File: src/rtl/bridge_pkg.sv
// Shared types and constants for the SRAM-like to AXI3 bridge.
package bridge_pkg;

  typedef enum logic [2:0] {
    IDLE = 3'd0,
    AR   = 3'd1,
    R    = 3'd2,
    W    = 3'd3,
    B    = 3'd4
  } state_t;

  localparam logic [3:0] INST_ID   = 4'd0;
  localparam logic [3:0] DATA_ID   = 4'd1;

  localparam logic [7:0] AXI_LEN   = 8'd0;
  localparam logic [1:0] AXI_BURST = 2'd1;
  localparam logic [1:0] AXI_LOCK  = 2'd0;
  localparam logic [3:0] AXI_CACHE = 4'd0;
  localparam logic [2:0] AXI_PROT  = 3'd0;

  localparam logic [1:0] SIZE_BYTE = 2'd0;
  localparam logic [1:0] SIZE_HALF = 2'd1;
  localparam logic [1:0] SIZE_WORD = 2'd2;

endpackage

File: src/rtl/sram_like_wstrb_gen.sv
// Byte-lane strobe for a single write beat from transfer size and low address bits.
module sram_like_wstrb_gen
  import bridge_pkg::*;
(
  input  logic [1:0] i_size,
  input  logic [1:0] i_addr_lo,
  output logic [3:0] o_wstrb
);

  always_comb begin
    o_wstrb = 4'b1111;
    case (i_size)
      SIZE_BYTE: o_wstrb = 4'b0001 << i_addr_lo;
      SIZE_HALF: o_wstrb = i_addr_lo[1] ? 4'b1100 : 4'b0011;
      default:   o_wstrb = 4'b1111;
    endcase
  end

endmodule

File: src/rtl/sram_like_axi_bridge.sv
// Arbitrates the inst/data SRAM-like ports onto one AXI3 master, one beat at a time.
// Define WRITE_EARLY_ACK_EN to acknowledge writes when W completes instead of on bvalid.
module sram_like_axi_bridge
  import bridge_pkg::*;
(
  input  logic        clk,
  input  logic        rst,

  input  logic        inst_req,
  input  logic        inst_wr,
  input  logic [1:0]  inst_size,
  input  logic [31:0] inst_addr,
  input  logic [31:0] inst_wdata,
  output logic [31:0] inst_rdata,
  output logic        inst_addr_ok,
  output logic        inst_data_ok,

  input  logic        data_req,
  input  logic        data_wr,
  input  logic [1:0]  data_size,
  input  logic [31:0] data_addr,
  input  logic [31:0] data_wdata,
  output logic [31:0] data_rdata,
  output logic        data_addr_ok,
  output logic        data_data_ok,

  output logic [3:0]  arid,
  output logic [31:0] araddr,
  output logic [7:0]  arlen,
  output logic [2:0]  arsize,
  output logic [1:0]  arburst,
  output logic [1:0]  arlock,
  output logic [3:0]  arcache,
  output logic [2:0]  arprot,
  output logic        arvalid,
  input  logic        arready,

  input  logic [3:0]  rid,
  input  logic [31:0] rdata,
  input  logic [1:0]  rresp,
  input  logic        rlast,
  input  logic        rvalid,
  output logic        rready,

  output logic [3:0]  awid,
  output logic [31:0] awaddr,
  output logic [7:0]  awlen,
  output logic [2:0]  awsize,
  output logic [1:0]  awburst,
  output logic [1:0]  awlock,
  output logic [3:0]  awcache,
  output logic [2:0]  awprot,
  output logic        awvalid,
  input  logic        awready,

  output logic [3:0]  wid,
  output logic [31:0] wdata,
  output logic [3:0]  wstrb,
  output logic        wlast,
  output logic        wvalid,
  input  logic        wready,

  input  logic [3:0]  bid,
  input  logic [1:0]  bresp,
  input  logic        bvalid,
  output logic        bready
);

  state_t      r_state;
  logic [31:0] r_addr;
  logic [31:0] r_wdata;
  logic [1:0]  r_size;
  logic        r_wr;
  logic        r_src;
  logic        r_aw_done;
  logic        r_w_done;

  logic        w_grant;
  logic        w_aw_all;
  logic        w_w_all;
  logic        w_wr_done;
  logic        w_rd_ok;
  logic        w_wr_ok;
  logic        w_ok;
  logic [3:0]  w_id;
  logic [3:0]  w_wstrb;
  logic        w_unused_ok;

  // Single outstanding transaction, so response IDs and status carry no information.
  assign w_unused_ok = &{1'b0, rid, rresp, rlast, bid, bresp, r_wr};

  assign w_grant   = (r_state == IDLE) && (inst_req || data_req) && !rst;
  assign w_aw_all  = r_aw_done || (awvalid && awready);
  assign w_w_all   = r_w_done || (wvalid && wready);
  assign w_wr_done = (r_state == W) && w_aw_all && w_w_all;
  assign w_rd_ok   = (r_state == R) && rvalid && !rst;
`ifdef WRITE_EARLY_ACK_EN
  assign w_wr_ok   = w_wr_done && !rst;
`else
  assign w_wr_ok   = (r_state == B) && bvalid && !rst;
`endif
  assign w_ok      = w_rd_ok || w_wr_ok;
  assign w_id      = r_src ? DATA_ID : INST_ID;

  assign data_addr_ok = w_grant && data_req;
  assign inst_addr_ok = w_grant && !data_req;
  assign data_data_ok = w_ok && r_src;
  assign inst_data_ok = w_ok && !r_src;
  assign data_rdata   = ((r_state == R) && r_src)  ? rdata : 32'd0;
  assign inst_rdata   = ((r_state == R) && !r_src) ? rdata : 32'd0;

  assign arid    = w_id;
  assign araddr  = r_addr;
  assign arsize  = {1'b0, r_size};
  assign arlen   = AXI_LEN;
  assign arburst = AXI_BURST;
  assign arlock  = AXI_LOCK;
  assign arcache = AXI_CACHE;
  assign arprot  = AXI_PROT;
  assign arvalid = (r_state == AR);
  assign rready  = (r_state == R);

  assign awid    = w_id;
  assign awaddr  = r_addr;
  assign awsize  = {1'b0, r_size};
  assign awlen   = AXI_LEN;
  assign awburst = AXI_BURST;
  assign awlock  = AXI_LOCK;
  assign awcache = AXI_CACHE;
  assign awprot  = AXI_PROT;
  assign awvalid = (r_state == W) && !r_aw_done;

  assign wid     = w_id;
  assign wdata   = r_wdata;
  assign wstrb   = w_wstrb;
  assign wlast   = 1'b1;
  assign wvalid  = (r_state == W) && !r_w_done;
  assign bready  = (r_state == B);

  sram_like_wstrb_gen u_wstrb (
    .i_size    (r_size),
    .i_addr_lo (r_addr[1:0]),
    .o_wstrb   (w_wstrb)
  );

  always_ff @(posedge clk) begin
    if (rst) begin
      r_state   <= IDLE;
      r_addr    <= 32'd0;
      r_wdata   <= 32'd0;
      r_size    <= 2'd0;
      r_wr      <= 1'b0;
      r_src     <= 1'b0;
      r_aw_done <= 1'b0;
      r_w_done  <= 1'b0;
    end else begin
      case (r_state)
        IDLE: begin
          if (inst_req || data_req) begin
            r_src     <= data_req;
            r_addr    <= data_req ? data_addr  : inst_addr;
            r_wdata   <= data_req ? data_wdata : inst_wdata;
            r_size    <= data_req ? data_size  : inst_size;
            r_wr      <= data_req ? data_wr    : inst_wr;
            r_aw_done <= 1'b0;
            r_w_done  <= 1'b0;
            r_state   <= (data_req ? data_wr : inst_wr) ? W : AR;
          end
        end
        AR: if (arready) r_state <= R;
        R:  if (rvalid)  r_state <= IDLE;
        W: begin
          // Either channel may finish first; the finished one stops driving valid.
          if (w_wr_done) begin
            r_aw_done <= 1'b0;
            r_w_done  <= 1'b0;
            r_state   <= B;
          end else begin
            r_aw_done <= w_aw_all;
            r_w_done  <= w_w_all;
          end
        end
        B:  if (bvalid)  r_state <= IDLE;
        default: r_state <= IDLE;
      endcase
    end
  end

endmodule

File: config.mk
export PLATFORM = sky130hd
export DESIGN_NAME = sram_like_axi_bridge
export DESIGN_NICKNAME = d
export VERILOG_FILES = /design/src/rtl/bridge_pkg.sv /design/src/rtl/sram_like_wstrb_gen.sv /design/src/rtl/sram_like_axi_bridge.sv
export SDC_FILE = /design/constraint.sdc
export NUM_CORES = 1
export LEC_CHECK = 0
export ABC_AREA = 1
export BUFFER_PORTS_ARGS = -buffer_cell sky130_fd_sc_hd__buf_4
export CAP_MARGIN = 15
export CORE_AREA = 10 10 155 157
export CTS_CLUSTER_DIAMETER = 80
export CTS_CLUSTER_SIZE = 25
export DETAILED_ROUTE_END_ITERATION = 8
export DIE_AREA = 0 0 165 167
export RECOVER_POWER = 100
export SLEW_MARGIN = 20
export SYNTH_ARGS = -nofsm -noshare
export SYNTH_HDL_FRONTEND = slang
export SYNTH_SLANG_ARGS = --single-unit
File: constraint.sdc
create_clock -name clk -period 1.5 [get_ports clk]
set_input_delay 0 -clock clk [delete_from_list [all_inputs] [get_ports clk]]
set_output_delay 0 -clock clk [all_outputs]
set_load 0.05 [all_outputs]
==> results of run 1 <==
-- state kept, by name, indices dropped and copies added, names as in the netlist --
| signal | cells |
|---|---|
| wdata | 32 |
| r_state | 3 |
| r_src | 1 |
| araddr | 32 |
| r_size | 2 |
| r_aw_done | 1 |
| r_w_done | 1 |
-- final timing paths --
check	from	end	slack, ns	depth (start not counted)
min reg2reg	r_aw_done	r_aw_done	0.52	2
max reg2reg	r_state[0]	araddr[1]	-0.07	8
min	inst_wdata[8]	wdata[8]	0.03	3
max	r_state[2]	inst_rdata[11]	-0.15	6
-- worst max-delay path, stage by stage (launching register included) --
cell and delay, ns:
dfxtp_4 0.37, nor3_4 0.21, buf_12 0.16, nand2_8 0.10, buf_12 0.19, nor2_4 0.11, buf_6 0.16
-- stage by stage --
step	TNS, ns	cell area [µm²]
floorplan	-9.94	5090
global placement	-0.537	7410
global route	-15.50	9830
CTS	-11.61	9670
detailed placement	-2.11	7410
finish	-8.24	9830
-- cell usage in the layout, fill, tap and decap left out, types with 41 or more instances in the layout --
master	count
clkbuf_1	95
conb_1	50
nor2_4	70
a31oi_1	63
buf_8	41
buf_4	198
inv_1	43
dfxtp_1	68
dlygate4sd3_1	134
nand2_1	147
-- repair_timing --
item	4_1_cts	5_1_grt
hold buffers	134	0
pin swaps	5	6
setup endpoints to repair	128	137
resized for setup	102	111
hold endpoints to repair	69	0
setup buffers	6	8
gates cloned	6	6
-- cells by family after synthesis --
| kind of cell | after synthesis | share of synthesized area (%) |
|---|---|---|
| AOI/OAI and AO/OA | 145 | 19.3 |
| DFF | 72 | 34.0 |
| buffers and inverters | 178 | 24.1 |
| and+or+nand+nor | 244 | 22.5 |
| other | 2 | 0.177 |
-- metal layers --
metal	GRT usage [%]	up-vias	share of wire, %
met3	6.24	49	11
met5	0	-	0
met1	16.7	2830	34
met4	6.70	0	3.0
met2	30.0	354	52
li1	-	2878	-
-- power groups by stage --
stage               sequential (mW)  clock [mW]  combinational [mW]
global placement               3.28           0                10.9
floorplan                      5.46           0                5.90
finish                         3.35        2.38                12.6
detailed placement             3.28           0                11.0
global route                   3.43        2.51                13.2
CTS                            3.28        2.45                12.3
-- area by class of cell --
type	count	area, µm²
fill	1956	11000
timing repair buffer	538	4820
multi-input combinational	439	2690
sequential	72	1450
tap	275	344
clock buffer	10	229
inverter	48	183
clock inverter	6	92.6
antenna	3	7.51
==> results.toml, run 1 <==
[outcome]
status = "finished with violations"
violations = "negative setup slack"

[timing]
max_slew_margin_pct = 52.0
setup_viol = 103
max_freq_mhz = 607
slew_viol_final = 0
finalWorstSetupSlack_ns = -0.148
clock_skew_ns = 0.00954
min_period_ns = 1.65
worst_pin_slew_ns = 0.723
hold_slack_ns = 0.0335
finalHoldViolCount = 0
post-route-period-util_pct = 110
rsz0062_at_grt = "true"

[job]
max_cap_violations = 0

[logic_synthesis]
postSynthCellCount = 641
seq_area_frac_synth_pct = 34.0
synth_area_per_cell_um2 = 6.62
yosysTopAreaCell = "dfxtp_1"
synth_top_area_share_pct = 34.0
synth_common_cells = "152 x nand2_1, 89 x buf_4, 80 x nor2_1, 72 x dfxtp_1, 66 x a31oi_1"
synth_edf_count = 0
syn_area_um2 = 4240
synth_ff_type = "dfxtp_1"
yosysMostFrequentCell = "nand2_1"
synth.distinct_cells = 23
ys_ff_latch = 72
synthTopCellsByArea = "dfxtp_1 34%, buf_4 16%, nand2_1 13%, a31oi_1 9.7%, o21ai_0 7.4%"
yosys_warnings = 0
synth_async_sr_flop_share_pct = 0

[place]
post-place-cells = 1213
routabilityCongestion = 0.800
io_buffers = 354
dp_hpwl_um = 17700
place_ws_ns = -0.0857

[pwr]
pwr-share-seq_pct = 18.3
pwr-share-clk_pct = 13.0
p_sw_mw = 10.2
powerDensity_nw_per_um2 = 1860
comb_power_share_pct = 68.7
intPower_mw = 8.10
max-vdd-ir-drop_mv = 1.64
power.leakage_nw = 4.37
total_power_mw = 18.3
swShare_pct = 55.8

[detailed_routing]
drt-total-wl_um = 25700
drtIter0Drc = 317
via_per_inst = 4.39
avgRoutedWirePerCell_um = 18.5
dr_total_vias = 6111
ant_nets = 0
route.detailed.drc = 0
drtPass1Iterations = 5

[clock_tree]
htree_num_levels = 3
cts_buffer_depth = 2
cts_made_buffers = 9
cts_root_buffer = "clkbuf_16"
clk_latency_ns = 0.34
clock-sinks = 72
cts_tree = "done"
clk_pin_slew_ns = 0.06

[setup_path]
arrival_ns = 1.65
worstSetupEndpointType = "output port"
setup.worst_path.start_class = "register"
cp_max_fo = 9
cp.required_ns = 1.50
worstSetupPathType = "reg2out"

[die]
dieArea_um2 = 27600
die-width_um = 165
core_area_um2 = 20800
die_h_um = 167
rows = 53
start_util_pct = 20.4
num_io_pins = 418

[finish]
drive_above_1_share_pct = 40.2
syn2layout_area_growth_pct = 132
final_nets = 1296
utilization_pct = 47.2
layoutNonFillerInstCount = 1391

[global_routing]
grt-ovfl-total = 0
grt_max_degree = 53
grt_pass1_vias = 6350
grt_antenna_before_repair = 3
grt_util_all_layers_pct = 16.6
grt_pass1_wl_um = 36200

[min_path]
hold_path.class = "in2reg"
Power figures use the tool's default switching activity.
==> run 2: changes to the inputs <==
- CORE_AREA: 10 10 155 157 -> 4 4 158 160
- DIE_AREA: 0 0 165 167 -> 0 0 162 164
==> run 2 against run 1 <==
  * The flow still finishes with violations (negative setup slack)
  * Register-to-register slack worse by 0.05 ns
  * Global-route usage down 1.5 points
  * Fmax up 0.94%
  * Sequential share of layout area rose by 0.61 points
  * Final cell count rose by 2.9%
  * Clock power shrank 7%
  * Via count decreased by 3.5%
  * First-iteration DRC count is 9.8% lower
  * Worst setup slack improved by 0.015 ns
  * Hold slack worse by 0.018 ns
  * Critical path depth is the same
==> results.toml, run 2 (synthesis gave the netlist of run 1 again) <==
[detailed_routing]
ant_nets = 0
route.detailed.drc = 0
avgRoutedWirePerCell_um = 15.0
drtPass1Iterations = 5
drt-total-wl_um = 21500
via_per_inst = 4.12
dr_total_vias = 5896
drtIter0Drc = 286

[timing]
max_slew_margin_pct = 48.8
setup_viol = 128
finalWorstSetupSlack_ns = -0.133
rsz0062_at_grt = "true"
min_period_ns = 1.63
worst_pin_slew_ns = 0.771
finalHoldViolCount = 0
clock_skew_ns = 0.00724
max_freq_mhz = 612
post-route-period-util_pct = 109
slew_viol_final = 0

[clock_tree]
clk_pin_slew_ns = 0.06
clock-sinks = 72
clk_latency_ns = 0.33
cts_tree = "done"
htree_num_levels = 3
cts_made_buffers = 9
cts_buffer_depth = 2
cts_root_buffer = "clkbuf_16"

[global_routing]
grt_pass1_vias = 5967
grt_antenna_before_repair = 0
grt_max_degree = 54
grt-ovfl-total = 0
grt_pass1_wl_um = 31900
grt_util_all_layers_pct = 15.1

[pwr]
max-vdd-ir-drop_mv = 1.49
power.leakage_nw = 4.25
powerDensity_nw_per_um2 = 1780

[setup_path]
cp_slowest_stage_delay_ns = 0.36
setup.worst_path.start_class = "register"
worstSetupEndpointType = "output port"
cp_max_fo = 15
path_cells = "nor3_4 > buf_12 > nand2_4 > buf_12 > nor2_4 > buf_8"
arrival_ns = 1.63
critPathMostFrequentCell = "buf_12"
cp.required_ns = 1.50
slowest_stage = "dfxtp_4"
critical-path-top-delay-family = "buffers and inverters"
worst-path-buf-inv = 3
worstSetupPathType = "reg2out"

[die]
die-width_um = 162
die_h_um = 164
dieArea_um2 = 26600
rows = 56
num_io_pins = 418
core_area_um2 = 23400
start_util_pct = 18.1

[finish]
syn2layout_area_growth_pct = 122
drive_above_1_share_pct = 37.6
layout_common_cells = "202 x buf_4, 147 x nand2_1, 135 x dlygate4sd3_1"
layoutNonFillerInstCount = 1431
utilization_pct = 40.3
final_nets = 1295
layout_commonest_cell = "buf_4"
antenna_cells = 0

[min_path]
hold_path.class = "in2reg"

[place]
routabilityCongestion = 0.782
post-place-cells = 1270
dp_hpwl_um = 15400
io_buffers = 354

[outcome]
violations = "negative setup slack"
status = "finished with violations"

[job]
max_cap_violations = 0
-- run 2: worst register-to-register path, cell delays in order, from the launching register on --
cell and delay (ns):
dfxtp_4 0.36, nor2_2 0.19, inv_2 0.07, nor3_4 0.17
buf_4 0.16, buf_4 0.16, buf_12 0.16, o21ai_0 0.08
a31oi_1 0.19
-- run 2: what timing repair did --
| item | CTS | global route |
|---|---|---|
| gates cloned | 2 | 1 |
| hold buffers | 135 | 0 |
| pin swaps | 6 | 0 |
| resized for setup | 98 | 18 |
| buffers inserted | 7 | 0 |
| hold endpoints to repair | 69 | 0 |
| setup endpoints to repair | 122 | 139 |
-- run 2: final cells by class --
type	instances	area [µm²]
Inverter	48	183
Timing Repair Buffer	537	4540
Tap cell	319	399
Fill cell	2353	14000
Multi-Input combinational cell	439	2550
Clock buffer	11	243
Sequential cell	72	1450
Clock inverter	5	56.3
-- run 2: where the power goes --
| group | total [mW] | internal (mW) | leakage (nW) | switching, mW |
|---|---|---|---|---|
| registers | 3.25 | 2.66 | 0.599 | 0.592 |
| logic | 11.3 | 3.23 | 3.50 | 8.09 |
| clock network | 2.22 | 1.33 | 0.145 | 0.888 |
-- run 2: through the flow --
stage	instance area, µm²	hold WS, ns	TNS, ns	setup slack [ns]	total power, mW
after global placement	7580	0.205	-0.0409	-0.0195	14.4
final	9420	0.0154	-7.82	-0.133	16.8
after global routing	9420	0.0126	-18.46	-0.218	17.6
after CTS	9720	0.00690	-11.46	-0.151	17.7
after floorplan	5090	0.0691	-9.94	-0.174	11.4
after detailed placement	7580	0.208	-1.00	-0.0462	14.4
-- run 2: final timing paths --
| kind | start | endpoint | slack [ns] | cells after the start |
|---|---|---|---|---|
| max | r_state[0] | data_rdata[10] | -0.13 | 6 |
| min | data_wdata[8] | wdata[8] | 0.02 | 3 |
| max reg2reg | r_state[1] | araddr[25] | -0.12 | 8 |
| min reg2reg | r_aw_done | r_aw_done | 0.52 | 2 |
-- run 2: layer usage --
metal  GRT usage (%)  routed length (µm)  share of wire [%]
met3            3.99                1870                8.7
met2            27.7               11200                 52
met4            7.04                 806                3.8
met1            16.2                7640                 36
met5               0                   0                  0
